`src/rtl/triple_collector_pkg.sv`:
```
// Shared types and constants for the triple collector.
package triple_collector_pkg;

  typedef enum logic {
    FILL = 1'b0,
    FULL = 1'b1
  } state_e;

  typedef logic [1:0] fill_cnt_t;

  localparam int TRIPLE_LEN = 3;

endpackage

```
`src/rtl/triple_collector.sv`:
```
// Groups a serial valid/ready word stream into registered (a,b,c) triples.
// Optional macro TRIPLE_COLLECTOR_CNT_EN adds a saturating triple_cnt output.
module triple_collector
  import triple_collector_pkg::*;
#(
  parameter int WIDTH = 8
) (
  input  logic             clk,
  input  logic             rst_n,
  input  logic             in_valid,
  output logic             in_ready,
  input  logic [WIDTH-1:0] in_data,
  input  logic             flush,
  output logic             out_valid,
  input  logic             out_ready,
  output logic [WIDTH-1:0] a_out,
  output logic [WIDTH-1:0] b_out,
  output logic [WIDTH-1:0] c_out,
  output logic [1:0]       fill_cnt
`ifdef TRIPLE_COLLECTOR_CNT_EN
  ,
  output logic [15:0]      triple_cnt
`endif
);

  localparam fill_cnt_t LAST_SLOT = fill_cnt_t'(TRIPLE_LEN - 1);

  state_e          state_q, state_d;
  fill_cnt_t       fill_q, fill_d;
  logic [WIDTH-1:0] slot_a_q, slot_a_d;
  logic [WIDTH-1:0] slot_b_q, slot_b_d;
  logic [WIDTH-1:0] a_q, a_d;
  logic [WIDTH-1:0] b_q, b_d;
  logic [WIDTH-1:0] c_q, c_d;
  logic            acc;
  logic            drn;

`ifdef TRIPLE_COLLECTOR_CNT_EN
  logic [15:0] cnt_q, cnt_d;
`endif

  // NOTE: every signal written here gets a default first, so no latch is inferred.
  always_comb begin
    state_d  = state_q;
    fill_d   = fill_q;
    slot_a_d = slot_a_q;
    slot_b_d = slot_b_q;
    a_d      = a_q;
    b_d      = b_q;
    c_d      = c_q;

    // While FULL a new word may only enter if the held triple leaves this cycle.
    in_ready  = !flush && ((state_q == FILL) || out_ready);
    out_valid = !flush && (state_q == FULL);
    acc       = in_valid && in_ready;
    drn       = out_valid && out_ready;

    if (flush) begin
      state_d = FILL;
      fill_d  = '0;
      a_d     = '0;
      b_d     = '0;
      c_d     = '0;
    end else begin
      unique case (state_q)
        FILL: begin
          if (acc) begin
            if (fill_q == '0) begin
              slot_a_d = in_data;
              fill_d   = fill_cnt_t'(1);
            end else if (fill_q != LAST_SLOT) begin
              slot_b_d = in_data;
              fill_d   = LAST_SLOT;
            end else begin
              a_d     = slot_a_q;
              b_d     = slot_b_q;
              c_d     = in_data;
              fill_d  = '0;
              state_d = FULL;
            end
          end
        end
        FULL: begin
          if (drn) begin
            state_d = FILL;
            if (acc) begin
              slot_a_d = in_data;
              fill_d   = fill_cnt_t'(1);
            end
          end
        end
        default: state_d = FILL;
      endcase
    end
  end

`ifdef TRIPLE_COLLECTOR_CNT_EN
  always_comb begin
    cnt_d = cnt_q;
    if (flush) begin
      cnt_d = '0;
    end else if (drn && (cnt_q != 16'hFFFF)) begin
      cnt_d = cnt_q + 16'd1;
    end
  end

  always_ff @(posedge clk or negedge rst_n) begin
    if (!rst_n) cnt_q <= '0;
    else        cnt_q <= cnt_d;
  end

  assign triple_cnt = cnt_q;
`endif

  // NOTE: sequential state uses non-blocking assignments so all flops update together.
  always_ff @(posedge clk or negedge rst_n) begin
    if (!rst_n) begin
      state_q  <= FILL;
      fill_q   <= '0;
      slot_a_q <= '0;
      slot_b_q <= '0;
      a_q      <= '0;
      b_q      <= '0;
      c_q      <= '0;
    end else begin
      state_q  <= state_d;
      fill_q   <= fill_d;
      slot_a_q <= slot_a_d;
      slot_b_q <= slot_b_d;
      a_q      <= a_d;
      b_q      <= b_d;
      c_q      <= c_d;
    end
  end

  assign a_out    = a_q;
  assign b_out    = b_q;
  assign c_out    = c_q;
  assign fill_cnt = fill_q;

endmodule

```
`config.mk`:
```
export PLATFORM = sky130hd
export DESIGN_NAME = triple_collector
export DESIGN_NICKNAME = d
export VERILOG_FILES = /design/src/rtl/triple_collector_pkg.sv /design/src/rtl/triple_collector.sv
export SDC_FILE = /design/constraint.sdc
export NUM_CORES = 1
export LEC_CHECK = 0
export BUFFER_PORTS_ARGS = -buffer_cell sky130_fd_sc_hd__buf_2
export CORE_ASPECT_RATIO = 2
export CORE_MARGIN = 8
export CORE_UTILIZATION = 48
export CTS_CLUSTER_DIAMETER = 30
export DETAILED_ROUTE_END_ITERATION = 10
export GPL_TIMING_DRIVEN = 0
export PLACE_DENSITY_LB_ADDON = 0.25
export SLEW_MARGIN = 15
export SYNTH_ARGS = -nofsm -noshare
export SYNTH_HDL_FRONTEND = slang
export SYNTH_SLANG_ARGS = --single-unit
```
`constraint.sdc`:
```
create_clock -name clk -period 1.6 [get_ports clk]
set_input_delay 0.16 -clock clk [delete_from_list [all_inputs] [get_ports clk]]
set_output_delay 0.16 -clock clk [all_outputs]
set_load 0.02 [all_outputs]
```
# [Yosys cells after proc, flatten, opt, wreduce, memory -nomap -nowiden]
# Index checks and enable logic that the tools add are counted.
[classes] bitwise=3 n_mux=33 n_reduce_logical=12 eq_ne=11
[op_table] op="8-bit 2-to-1 mux" n=19
[op_table] op="8-bit one-hot mux with 2 select lines" n=1
[op_table] op="2-bit 2-to-1 mux" n=6
[op_table] op="2-bit != test, second input constant" n=5
[op_table] op="5-bit AND reduction" n=2
[op_table] op="2-bit by 1-bit != test with 1-bit output, second input constant" n=3
[op_table] op="3-bit by 2-bit != test with 1-bit output, second input constant" n=2
[op_table] op="1-bit 2-to-1 mux" n=5
[op_table] op="1-bit logical AND" n=4
[op_table] op="2-bit one-hot mux with 2 select lines" n=1
[op_table] op="4-bit AND reduction" n=1
[op_table] op="3-bit != test, second input constant" n=1
[op_table] op="1-bit inverter" n=3
[op_table] op="3-bit AND reduction" n=1
[op_table] op="2-bit logical NOT" n=1
[op_table] op="1-bit one-hot mux with 2 select lines" n=1
[op_table] op="2-bit nonzero test" n=1
[op_table] op="1-bit logical NOT" n=1
[op_table] op="1-bit logical OR" n=1
[totals] word_cells=66 input_bits=13 register_bits=43 out_inout_bits=28

# [Logic depth before layout (Yosys ltp)]
# Gate-level depths: netlist of run 1.
[logic_depth] word_depth=8 ltp_mapped=4 ltp_nobuf=3

# [Least setup slack after synthesis of run 1]
# OpenSTA, ideal clock, no wires.
[synth_timing] path_type="reg2reg" start="register fill_q[0], in the netlist fill_cnt[0]" end="register slot_a_q[0]" arrival_time_ns=1.608 t_required_ns=1.475 path_slack_ns=-0.133 path_buffers=0 synth_period_minus_slack_ns=1.733 path_stages_with_launch=4 setup_ns=0.125 cell_sequence="dfrtp_1 -> or4b_4 -> a21oi_4 -> mux2_2"
[synth_between] elab_chain_len=3
[synth_lines] element="start: declaration" line_no="triple_collector.sv:29" text="fill_cnt_t fill_q, fill_d;"
[synth_lines] element="start signal: assignment" line_no="triple_collector.sv:127" text="fill_q <= fill_d;"
[synth_lines] element="2-bit logical NOT" line_no="triple_collector.sv:68" text="if (fill_q == '0) begin"
[synth_lines] element="2-bit by 1-bit != test with 1-bit output (no line)"
[synth_lines] element="5-bit AND reduction (no line)"
[synth_lines] element="end signal: assignment" line_no="triple_collector.sv:128" text="slot_a_q <= slot_a_d;"
[synth_lines] element="end: declaration" line_no="triple_collector.sv:30" text="logic [WIDTH-1:0] slot_a_q, slot_a_d;"
# No other way between the ends.
# A chain may end at the register's enable or synchronous reset.

# [Final worst setup path of run 1]
[layout_timing] start="register fill_q[1], in the netlist fill_cnt[1]" end="register slot_a_q[5]"
# Same word-level chain as after synthesis.

==> key figures, run 1 <==
STA
  • Max-slew violations: 0
  • TNS Setup: -0.8998 ns
  • Endpoints failing hold: 1
  • Fin crit share: 1.075
  • RSZ-0062 raised after global routing: true
  • Setup skew after layout: approximately 0.0075 ns
  • Fmax: a little under 600 MHz
  • Worst-Margin Slew: around 0.91 ns
  • Relative slew slack: 0.3905
  • Final WS setup: -0.1199 ns
  • Clock period minus worst slack: between 1.5 and 2 ns
  • Final Hold Slack: -0.002351 ns
  • Final Setup Violations: 8

Run status
  • Status: complete, but fails checks
  • Failing checks: negative hold slack, negative setup slack

Layout
  • Antenna cells: 0
  • Share of cells above drive strength 1: 0.5622
  • Sequential cell area: approximately 1100 um2
  • Final net count: 198
  • Fill cells: 327
  • Area Growth Syn to Fin: 33.13%
  • Commonest non-fill, non-tap cells in the layout: buf_2, dfrtp_1, mux2_4
  • Multi-input logic area: 837.1 um2

Setup path
  • Crit path max-delay family: simple AND/OR/NAND/NOR gates
  • Critical Path AT: ~1.9 ns
  • Critical path fanouts, max: 8
  • Worst setup EP type: register
  • CP Launch Type: register
  • Worst EP required: around 1.8 ns
  • WP buf/inv: 1
  • Crit-path cells: or4b_4 -> a21oi_4 -> buf_12 -> mux2_4
  • Max stage delay on crit path: 0.56 ns
  • Worst Setup Path Type: register to register
  • CP max-delay cell: or4b_4

Yosys
  • Mean Syn Cell Area: 14.20 um2
  • Post-synth net total: between 100 and 150
  • Cells after synthesis: about 130
  • Synth warn: 0
  • Area leader, netlist: dfrtp_1
  • Yosys cell types: 19
  • Seq/Total Area, Yosys: 0.5874
  • Area contributors post-synth: dfrtp_1, mux2_2, nor2b_1
  • Flop and latch count out of synthesis: 43
  • Top-area cell type share of the netlist area: 0.5874
  • Post-synthesis cell area: roughly 1800 um2

Floorplanning
  • Site Rows: 32
  • Core area: between 3000 and 4000 um2
  • Initial Util: 0.4867
  • I/O pin total: 41
  • Die area: approximately 6200 um2
  • Die H: 103.4 um
  • Die width: between 50 and 60 um

Clock network
  • Hold Buf Count CTS: 0
  • Clock Latency Late Sink: 0.29 ns
  • CTS tree: done
  • Max H-tree Level: 2
  • Clock slew at reported path FFs: about 0.080 ns
  • Clock buffer depth: 2
  • Cts bufs inserted: 5
  • Clock root cell: clkbuf_8
  • # clock sinks: 43

GRT
  • Vias in the first global route: 1287
  • Grt ovf: 0
  • Global-route wire length before repair: ~6.5 mm
  • Initial antenna violation count: 0
  • Largest net degree at the start of global routing: between 40 and 50
  • Overall routing resource usage: 0.1411

Route
  • Drt total wl: slightly above 4 mm
  • Antenna Nets Post-Route: 0
  • WL/cell: around 17 um
  • DRC Markers: 0
  • Pre-antenna DRT Iters: 4
  • Routed vias/inst: about 5
  • Drt initial violations: 26
  • Total number of vias: ~1200

Place
  • HPWL Detailed: around 2.6 mm
  • Port bufs: 40
  • Placer Congestion: between 0.7 and 0.8

Power
  • Leak: about 1.2 nW
  • Cell area power density: slightly above 900 nW/um2
  • Worst vdd ir: around 800 uV
  • Overall power: 2.236 mW

Hold path
  • Min-Delay Path Class: input port to async pin

Job
  • Maxcap violations: 0
through the flow:
stage	utilization	area, um2	setup slack [ns]	hold WS (ns)	cells
floorplan	-	1921	-0.1228	-0.1356	129
global placement	0.5805	2185	-0.2817	0.3562	220
detailed placement	0.5805	2185	-0.3107	0.3525	220
CTS	0.6227	2344	-0.1229	0.03452	232
global route	0.6479	2439	-0.1619	0.09081	236
finish	0.6479	2439	-0.1199	-0.002351	236
worst register-to-register path: stages, from the launching register on:
cell and delay, ns:
dfrtp_2 0.42, or4b_4 0.56, a21oi_4 0.16, buf_12 0.16
mux2_4 0.31
per-layer routing:
| layer | up-vias | wire length (um) | GRT usage |
|---|---|---|---|
| met4 | 0 | 80 | 0.07222 |
| met3 | 5 | 232 | 0.04089 |
| met2 | 37 | 1979 | 0.2199 |
| met1 | 587 | 1752 | 0.1709 |
| li1 | 552 | - | - |
| met5 | - | 0 | 0 |
power by group:
part	leakage [nW]	internal [mW]	total [mW]	switching, mW
registers	0.562	1.21	1.28	0.0684
clock network	0.0383	0.301	0.637	0.337
logic	0.629	0.185	0.321	0.136
logic make-up after synthesis:
kind of cell / Yosys count / synth area share
muxes: 40 / 0.2459
AOI/OAI and AO/OA: 5 / 0.02186
buffers and inverters: 7 / 0.01912
DFF: 43 / 0.5874
and+or+nand+nor: 34 / 0.1257
Yosys cell counts, drive strengths merged:
cell    number
dfrtp       43
a21o         1
nand2        1
nor4b        1
nand3        1
nor2         2
a31oi        1
clkbuf       2
buf          3
o21ai        1
inv          2
nand3b       1
nor2b       26
or4b         1
a21oi        2
nand2b       1
mux2        40
path summary, 6_finish.rpt:
kind / depth (start not counted) / slack, ns / to / start
min in group clk: 2 / 0.14 / slot_a_q[1]$_DFFE_PN0P_ / in_data[1]
max in group asynchronous: 1 / 0.97 / fill_cnt[0]$_DFFE_PN0P_ / rst_n
hold reg to reg: 1 / 0.51 / a_out[0]$_DFFE_PN0P_ / slot_a_q[0]$_DFFE_PN0P_
hold / removal: 1 / -0.002 / slot_b_q[4]$_DFFE_PN0P_ / rst_n
setup / recovery: 4 / -0.12 / slot_a_q[5]$_DFFE_PN0P_ / fill_cnt[1]$_DFFE_PN0P_
setup reg to reg: 4 / -0.12 / slot_a_q[5]$_DFFE_PN0P_ / fill_cnt[1]$_DFFE_PN0P_
registers in the layout, indices dropped and copies added, names as in the netlist:
signal    flops
a_out         8
b_out         8
c_out         8
fill_cnt      2
slot_a_q      8
slot_b_q      8
state_q       1
cell type report:
class | count | share of cell area
well taps | 51 | 0.02617
clock buffers | 7 | 0.03130
repair buffers | 49 | 0.1324
plain buffers | 5 | 0.02155
multi-input cells | 79 | 0.3433
inverters | 2 | 0.003079
flip-flops and latches | 43 | 0.4423
timing repair:
action,4_1_cts,5_1_grt
gates resized for setup,9,7
pin swaps,2,1
endpoints found under the setup margin,41,35
buffers inserted,5,2
gates cloned,0,2
Power figures use the tool's default switching activity.
==> run 2, diff against run 1 <==
- CORE_UTILIZATION: 48 -> 53
- RECOVER_POWER: unset -> 25
- SETUP_SLACK_MARGIN: unset -> 0.3
- clock period: 1.6 -> 1.9 ns (I/O delays scaled with it)
==> run 2 against run 1 <==
Effect of this change:
- the run now ends clean
- highest routed layer unchanged
- routed wire length is 1.0% higher
- non-clock buffer count unchanged
- utilization grew 6.7 points
- setup slack improved by 0.31 ns
- clock-buffer cell count down 1
- critical path type unchanged
- first-iteration DRC count down 62%
- combinational power down 22%
- hold slack gained 0.067 ns
==> key figures, run 2 (synthesis gave the netlist of run 1 again) <==
Place
  • Placer Congestion: 0.7956 (was 0.7026)
  • Port bufs: 40 (unchanged)
  • Pre-CTS setup slack: 0.004420 ns (was -0.3107 ns)
  • HPWL Detailed: 2.780 mm (was 2.602 mm)

Clock network
  • Hold Buf Count CTS: 0 (unchanged)
  • # clock sinks: 43 (unchanged)
  • Clock root cell: clkbuf_8 (unchanged)
  • CTS tree: done (unchanged)
  • Cts bufs inserted: 5 (unchanged)
  • Clock buffer depth: 2 (unchanged)
  • Max H-tree Level: 2 (unchanged)
  • Clock slew at reported path FFs: 0.08 ns (about the same)
  • Clock Latency Late Sink: 0.29 ns (about the same)

Layout
  • Final net count: 198 (unchanged)
  • Sequential cell area: 1079 um2 (unchanged)
  • Area Growth Syn to Fin: 30.46% (was 33.13%)
  • Share of cells above drive strength 1: 0.5730 (was 0.5622)
  • Antenna cells: 0 (unchanged)
  • Fill cells: 232 (was 327)
  • Commonest non-fill, non-tap cells in the layout: dfrtp_1, buf_2, nor2b_1 (was buf_2, dfrtp_1, mux2_4)
  • Most common cell after layout, fill and taps aside: dfrtp_1
  • Multi-input logic area: 825.8 um2 (was 837.1 um2)

Floorplanning
  • I/O pin total: 41 (unchanged)
  • Die area: 5707 um2 (was 6169 um2)
  • Die width: 57.57 um (was 59.68 um)
  • Site Rows: 30 (was 32)
  • Core area: 3341 um2 (was 3764 um2)
  • Initial Util: 0.5483 (was 0.4867)
  • Die H: 99.14 um (was 103.4 um)

Power
  • Overall power: 1.905 mW (was 2.236 mW)
  • Worst vdd ir: 857.2 uV (was 781.9 uV)
  • Cell area power density: 797.2 nW/um2 (was 916.9 nW/um2)
  • Leak: 1.207 nW (was 1.229 nW)

STA
  • Worst-Margin Slew: 1.028 ns (was 0.9143 ns)
  • Fmax: 583.1 MHz (was 581.4 MHz)
  • Final Setup Violations: 0 (was 8)
  • TNS Setup: 0 ns (was -0.8998 ns)
  • Endpoints failing hold: 0 (was 1)
  • Fin crit share: 0.9025 (was 1.075)
  • Relative slew slack: 0.3143 (was 0.3905)
  • RSZ-0062 raised after global routing: true (unchanged)
  • Final WS setup: 0.1852 ns (was -0.1199 ns)
  • Setup skew after layout: 0.005167 ns (was 0.007482 ns)
  • Clock period minus worst slack: 1.715 ns (was 1.720 ns)
  • Final Hold Slack: 0.06431 ns (was -0.002351 ns)
  • Max-slew violations: 0 (unchanged)

Hold path
  • Min-Delay Path Class: input port to async pin (unchanged)

Route
  • DRC Markers: 0 (unchanged)
  • Total number of vias: 1172 (was 1181)
  • Antenna Nets Post-Route: 0 (unchanged)
  • Pre-antenna DRT Iters: 4 (unchanged)
  • Drt initial violations: 10 (was 26)
  • Routed vias/inst: 5.401 (was 5.004)
  • WL/cell: 18.82 um (was 17.14 um)
  • Drt total wl: 4.085 mm (was 4.044 mm)

Run status
  • Status: finished, final reports clean (was complete, but fails checks)

Setup path
  • Critical path launch point: fill_cnt[0]$_DFFE_PN0P_ (was fill_cnt[1]$_DFFE_PN0P_)
  • CP Launch Type: register (unchanged)
  • Crit path max-delay family: simple AND/OR/NAND/NOR gates (unchanged)
  • Worst Reg2Reg Path Length in Cells: 4 (unchanged)
  • Worst Setup Path Type: register to register (unchanged)
  • R2R setup slack: 0.19 ns (was -0.12 ns)
  • Worst setup EP type: register (unchanged)
  • Cell depth of the worst setup path: 4 (unchanged)
  • Max stage delay on crit path: 0.56 ns (about the same)
  • CP max-delay cell: or4b_4 (unchanged)
  • Critical path fanouts, max: 8 (unchanged)
  • R2R Path End: slot_a_q[6]$_DFFE_PN0P_ (was slot_a_q[5]$_DFFE_PN0P_)
  • Worst EP required: 2.08 ns (was 1.78 ns)
  • WP buf/inv: 1 (unchanged)
  • Crit-path cells: or4b_4 -> a21oi_4 -> buf_12 -> mux2_2 (was or4b_4 -> a21oi_4 -> buf_12 -> mux2_4)
  • Critical Path AT: 1.89 ns (was 1.90 ns)
  • Critical Path Sink: slot_a_q[6]$_DFFE_PN0P_ (was slot_a_q[5]$_DFFE_PN0P_)
  • FF-to-FF Start: fill_cnt[0]$_DFFE_PN0P_ (was fill_cnt[1]$_DFFE_PN0P_)

GRT
  • Grt ovf: 0 (unchanged)
  • Overall routing resource usage: 0.1541 (was 0.1411)
  • Largest net degree at the start of global routing: 44 (unchanged)
  • Initial antenna violation count: 0 (unchanged)
  • Vias in the first global route: 1381 (was 1287)
  • Global-route wire length before repair: 6.762 mm (was 6.492 mm)

Job
  • Maxcap violations: 0 (unchanged)
-- run 2: final cells by class --
type / instances / share of cell area
Multi-Input combinational cell: 79 / 0.3456
Inverter: 2 / 0.003141
Sequential cell: 43 / 0.4513
Tap cell: 32 / 0.01675
Buffer: 5 / 0.01990
Timing Repair Buffer: 49 / 0.1267
Clock inverter: 1 / 0.002094
Clock buffer: 6 / 0.03456
-- run 2: how the worst min path moves through the flow --
stage	start	slack, ns	to
finish	rst_n	0.06	a_out[1]$_DFFE_PN0P_
global route	in_data[0]	0.15	c_out[0]$_DFFE_PN0P_
CTS	rst_n	0.06	c_out[1]$_DFFE_PN0P_
detailed placement	rst_n	0.39	a_out[3]$_DFFE_PN0P_
global placement	rst_n	0.36	a_out[3]$_DFFE_PN0P_
floorplan	rst_n	-0.11	a_out[0]$_DFFE_PN0P_
-- run 2: what timing repair did --
| item | 4_1_cts | 5_1_grt |
|---|---|---|
| pin swaps | 3 | 0 |
| cloned | 1 | 0 |
| setup buffers | 8 | 0 |
| gates resized for setup | 5 | 12 |
| setup endpoints to repair | 41 | 38 |
-- run 2: where the power goes --
part,switching [mW],internal (mW),leakage (nW)
registers,0.0564,1.02,0.562
clock network,0.296,0.285,0.0470
logic,0.115,0.135,0.598
total,0.467,1.44,1.21
-- run 2: per-layer routing --
layer / wire length [um] / GRT usage / up-vias
li1: - / - / 548
met5: 0 / 0 / -
met4: 55 / 0.05837 / 0
met1: 1620 / 0.1621 / 587
met3: 195 / 0.04269 / 6
met2: 2213 / 0.2771 / 31
-- run 2: through the flow --
step / std cells / util / area, um2
after floorplan: 129 / - / 1921
after global placement: 201 / 0.6468 / 2161
after detailed placement: 201 / 0.6468 / 2161
after CTS: 217 / 0.7015 / 2344
after global routing: 217 / 0.7154 / 2390
final: 217 / 0.7154 / 2390
==> run 3, diff against run 2 <==
--- a/config.mk
+++ b/config.mk
@@ -9,5 +9,5 @@
 export CORE_ASPECT_RATIO = 2
 export CORE_MARGIN = 8
-export CORE_UTILIZATION = 53
+export CORE_UTILIZATION = 50
 export CTS_CLUSTER_DIAMETER = 30
 export DETAILED_ROUTE_END_ITERATION = 10
==> constraint.sdc (replaced) <==
create_clock -name clk -period 1.9 [get_ports clk]
set_input_delay 0.19 -clock clk [delete_from_list [all_inputs] [get_ports clk]]
set_output_delay 0.19 -clock clk [all_outputs]
set_load 0.1 [all_outputs]
==> run 3 against run 2 <==
Effect of this change:
- fmax shrank 2.6%
- critical path type unchanged
- largest power group unchanged
- first-iteration DRC count grew to 5.3 times the previous value
- utilization shrank 1.1 points
- global-route usage grew 0.48 points
- non-clock buffer count grew 1
- combinational power grew 45%
- critical path depth is the same
- critical endpoint is now slot_a_q[1]$_DFFE_PN0P_
- register-to-register slack lost 0.05 ns
- cell count grew 8.8%
- highest routed layer unchanged
==> key figures, run 3 (synthesis gave the netlist of run 1 again) <==
STA
  • Setup skew after layout: 0.004454 ns (was 0.005167 ns)
  • Worst-Margin Slew: 1.037 ns (was 1.028 ns)
  • Fmax: 567.9 MHz (was 583.1 MHz)
  • TNS Setup: 0 ns (unchanged)
  • Fin crit share: 0.9268 (was 0.9025)
  • Clock period minus worst slack: 1.761 ns (was 1.715 ns)
  • RSZ-0062 raised after global routing: true (unchanged)
  • Final Setup Violations: 0 (unchanged)
  • Relative slew slack: 0.3084 (was 0.3143)
  • Endpoints failing hold: 0 (unchanged)
  • Max-slew violations: 0 (unchanged)

Setup path
  • Critical Path AT: 1.94 ns (was 1.89 ns)
  • Worst EP required: 2.08 ns (about the same)
  • Worst Setup Path Type: register to register (unchanged)
  • Worst Reg2Reg Path Length in Cells: 4 (unchanged)
  • R2R Path End: slot_a_q[1]$_DFFE_PN0P_ (was slot_a_q[6]$_DFFE_PN0P_)
  • FF-to-FF Start: fill_cnt[0]$_DFFE_PN0P_ (unchanged)
  • Worst setup EP type: register (unchanged)
  • CP Launch Type: register (unchanged)
  • Critical path fanouts, max: 8 (unchanged)
  • R2R setup slack: 0.14 ns (was 0.19 ns)

Clock network
  • Hold Buf Count CTS: 0 (unchanged)
  • Clock buffer depth: 2 (unchanged)
  • Max H-tree Level: 2 (unchanged)
  • Clock Latency Late Sink: 0.29 ns (about the same)
  • CTS tree: done (unchanged)
  • # clock sinks: 43 (unchanged)
  • Clock root cell: clkbuf_8 (unchanged)
  • Clock slew at reported path FFs: 0.08 ns (about the same)
  • Cts bufs inserted: 5 (unchanged)

Layout
  • Area Growth Syn to Fin: 37.16% (was 30.46%)
  • Most common cell after layout, fill and taps aside: dfrtp_1 (unchanged)
  • Antenna cells: 0 (unchanged)
  • Fill cells: 254 (was 232)
  • Final Cell Area: 2512 um2 (was 2390 um2)
  • Share of cells above drive strength 1: 0.5936 (was 0.5730)
  • Final net count: 199 (was 198)
  • Utilization after layout: 0.7041 (was 0.7154)
  • Commonest non-fill, non-tap cells in the layout: dfrtp_1, buf_2, mux2_4 (was dfrtp_1, buf_2, nor2b_1)

GRT
  • Largest net degree at the start of global routing: 44 (unchanged)
  • Top Usage Layer GRT: met2 (unchanged)
  • Global Route met1 Usage: 0.1811 (was 0.1621)
  • Met3 Use GR: 0.03817 (was 0.04269)
  • Overall routing resource usage: 0.1590 (was 0.1541)
  • Vias in the first global route: 1413 (was 1381)
  • Grt ovf: 0 (unchanged)
  • Initial antenna violation count: 0 (unchanged)
  • Global-route wire length before repair: 7.300 mm (was 6.762 mm)
  • GR Layer Usage met2: 0.2766 (was 0.2771)

Place
  • Placer Congestion: 0.7333 (was 0.7956)
  • Cell Area, Placed: 2228 um2 (was 2161 um2)
  • Port bufs: 40 (unchanged)
  • HPWL Detailed: 2.954 mm (was 2.780 mm)

Power
  • Leak: 1.260 nW (was 1.207 nW)
  • Cell area power density: 868.0 nW/um2 (was 797.2 nW/um2)
  • Worst vdd ir: 789.3 uV (was 857.2 uV)

Hold path
  • Min-Delay Path Class: input port to async pin (unchanged)

Route
  • Pre-antenna DRT Iters: 4 (unchanged)
  • Routed vias/inst: 5.114 (was 5.401)
  • WL/cell: 18.84 um (was 18.82 um)
  • Total number of vias: 1207 (was 1172)
  • Drt initial violations: 53 (was 10)
  • DRC Markers: 0 (unchanged)
  • Drt total wl: 4.446 mm (was 4.085 mm)
  • Antenna Nets Post-Route: 0 (unchanged)

Run status
  • Status: finished, final reports clean (unchanged)

Floorplanning
  • Core area: 3568 um2 (was 3341 um2)
  • Die width: 58.80 um (was 57.57 um)
  • Initial Util: 0.5133 (was 0.5483)
  • I/O pin total: 41 (unchanged)
  • Site Rows: 31 (was 30)
  • Die area: 5974 um2 (was 5707 um2)
  • Die H: 101.6 um (was 99.14 um)

Job
  • Maxcap violations: 0 (unchanged)
run 3: cell types whose count changed in the layout (fill, tap and decap cells not counted), sizes merged:
cell,change
buf,+1
bufinv,+1
run 3: timing repair:
item                       4_1_cts  5_1_grt
gates resized for setup         12        5
pin swaps                        3        1
cloned                           2        0
buffers inserted                 6        2
setup endpoints to repair       34       41
run 3: area by class of cell:
class	instances	area, um2	share of cell area
inverters	2	7.507	0.002988
plain buffers	5	47.55	0.01892
clock inverters	2	35.03	0.01394
clock buffers	6	82.58	0.03287
repair buffers	50	332.8	0.1325
well taps	49	61.31	0.02440
flip-flops and latches	43	1085	0.4318
multi-input cells	79	860.8	0.3426
run 3: per-layer routing:
layer  share of wire  wire [um]
met5               0          0
met4           0.013         58
met1            0.41       1829
met3           0.035        155
met2            0.54       2402
run 3: worst max path at each step:
| stage | from | cells after the start | endpoint | slack, ns |
|---|---|---|---|---|
| 6_report | fill_cnt[0]$_DFFE_PN0P_ | 4 | slot_a_q[1]$_DFFE_PN0P_ | 0.14 |
| 5_1_grt | state_q$_DFF_PN0_ | 6 | b_out[1]$_DFFE_PN0P_ | 0.11 |
| 4_1_cts | fill_cnt[0]$_DFFE_PN0P_ | 4 | slot_a_q[5]$_DFFE_PN0P_ | 0.12 |
| 3_5_place_dp | state_q$_DFF_PN0_ | 4 | b_out[6]$_DFFE_PN0P_ | -0.08 |
| 3_3_place_gp | state_q$_DFF_PN0_ | 4 | c_out[7]$_DFFE_PN0P_ | -0.05 |
| 2_1_floorplan | fill_cnt[1]$_DFFE_PN0P_ | 3 | slot_a_q[0]$_DFFE_PN0P_ | -0.07 |
run 3: critical path: stages, from the launching register on:
cell and delay, ns:
dfrtp_4 0.48, or4b_4 0.55, a21oi_4 0.16, buf_12 0.16
mux2_4 0.31
run 3: through the flow:
step	instances	setup WS [ns]	total power, mW	hold WS, ns
3_3_place_gp	218	-0.05054	1.412	0.3641
2_1_floorplan	129	-0.06595	1.336	-0.1056
4_1_cts	234	0.1185	2.183	0.06888
3_5_place_dp	218	-0.08428	1.435	0.3812
5_1_grt	236	0.1073	2.253	0.1535
6_report	236	0.1390	2.181	0.06754
run 3: report_power, final:
part | internal [mW] | leakage [nW] | switching, mW
registers | 1.02 | 0.560 | 0.0635
clock network | 0.426 | 0.0612 | 0.309
logic | 0.159 | 0.639 | 0.204
total | 1.60 | 1.26 | 0.577
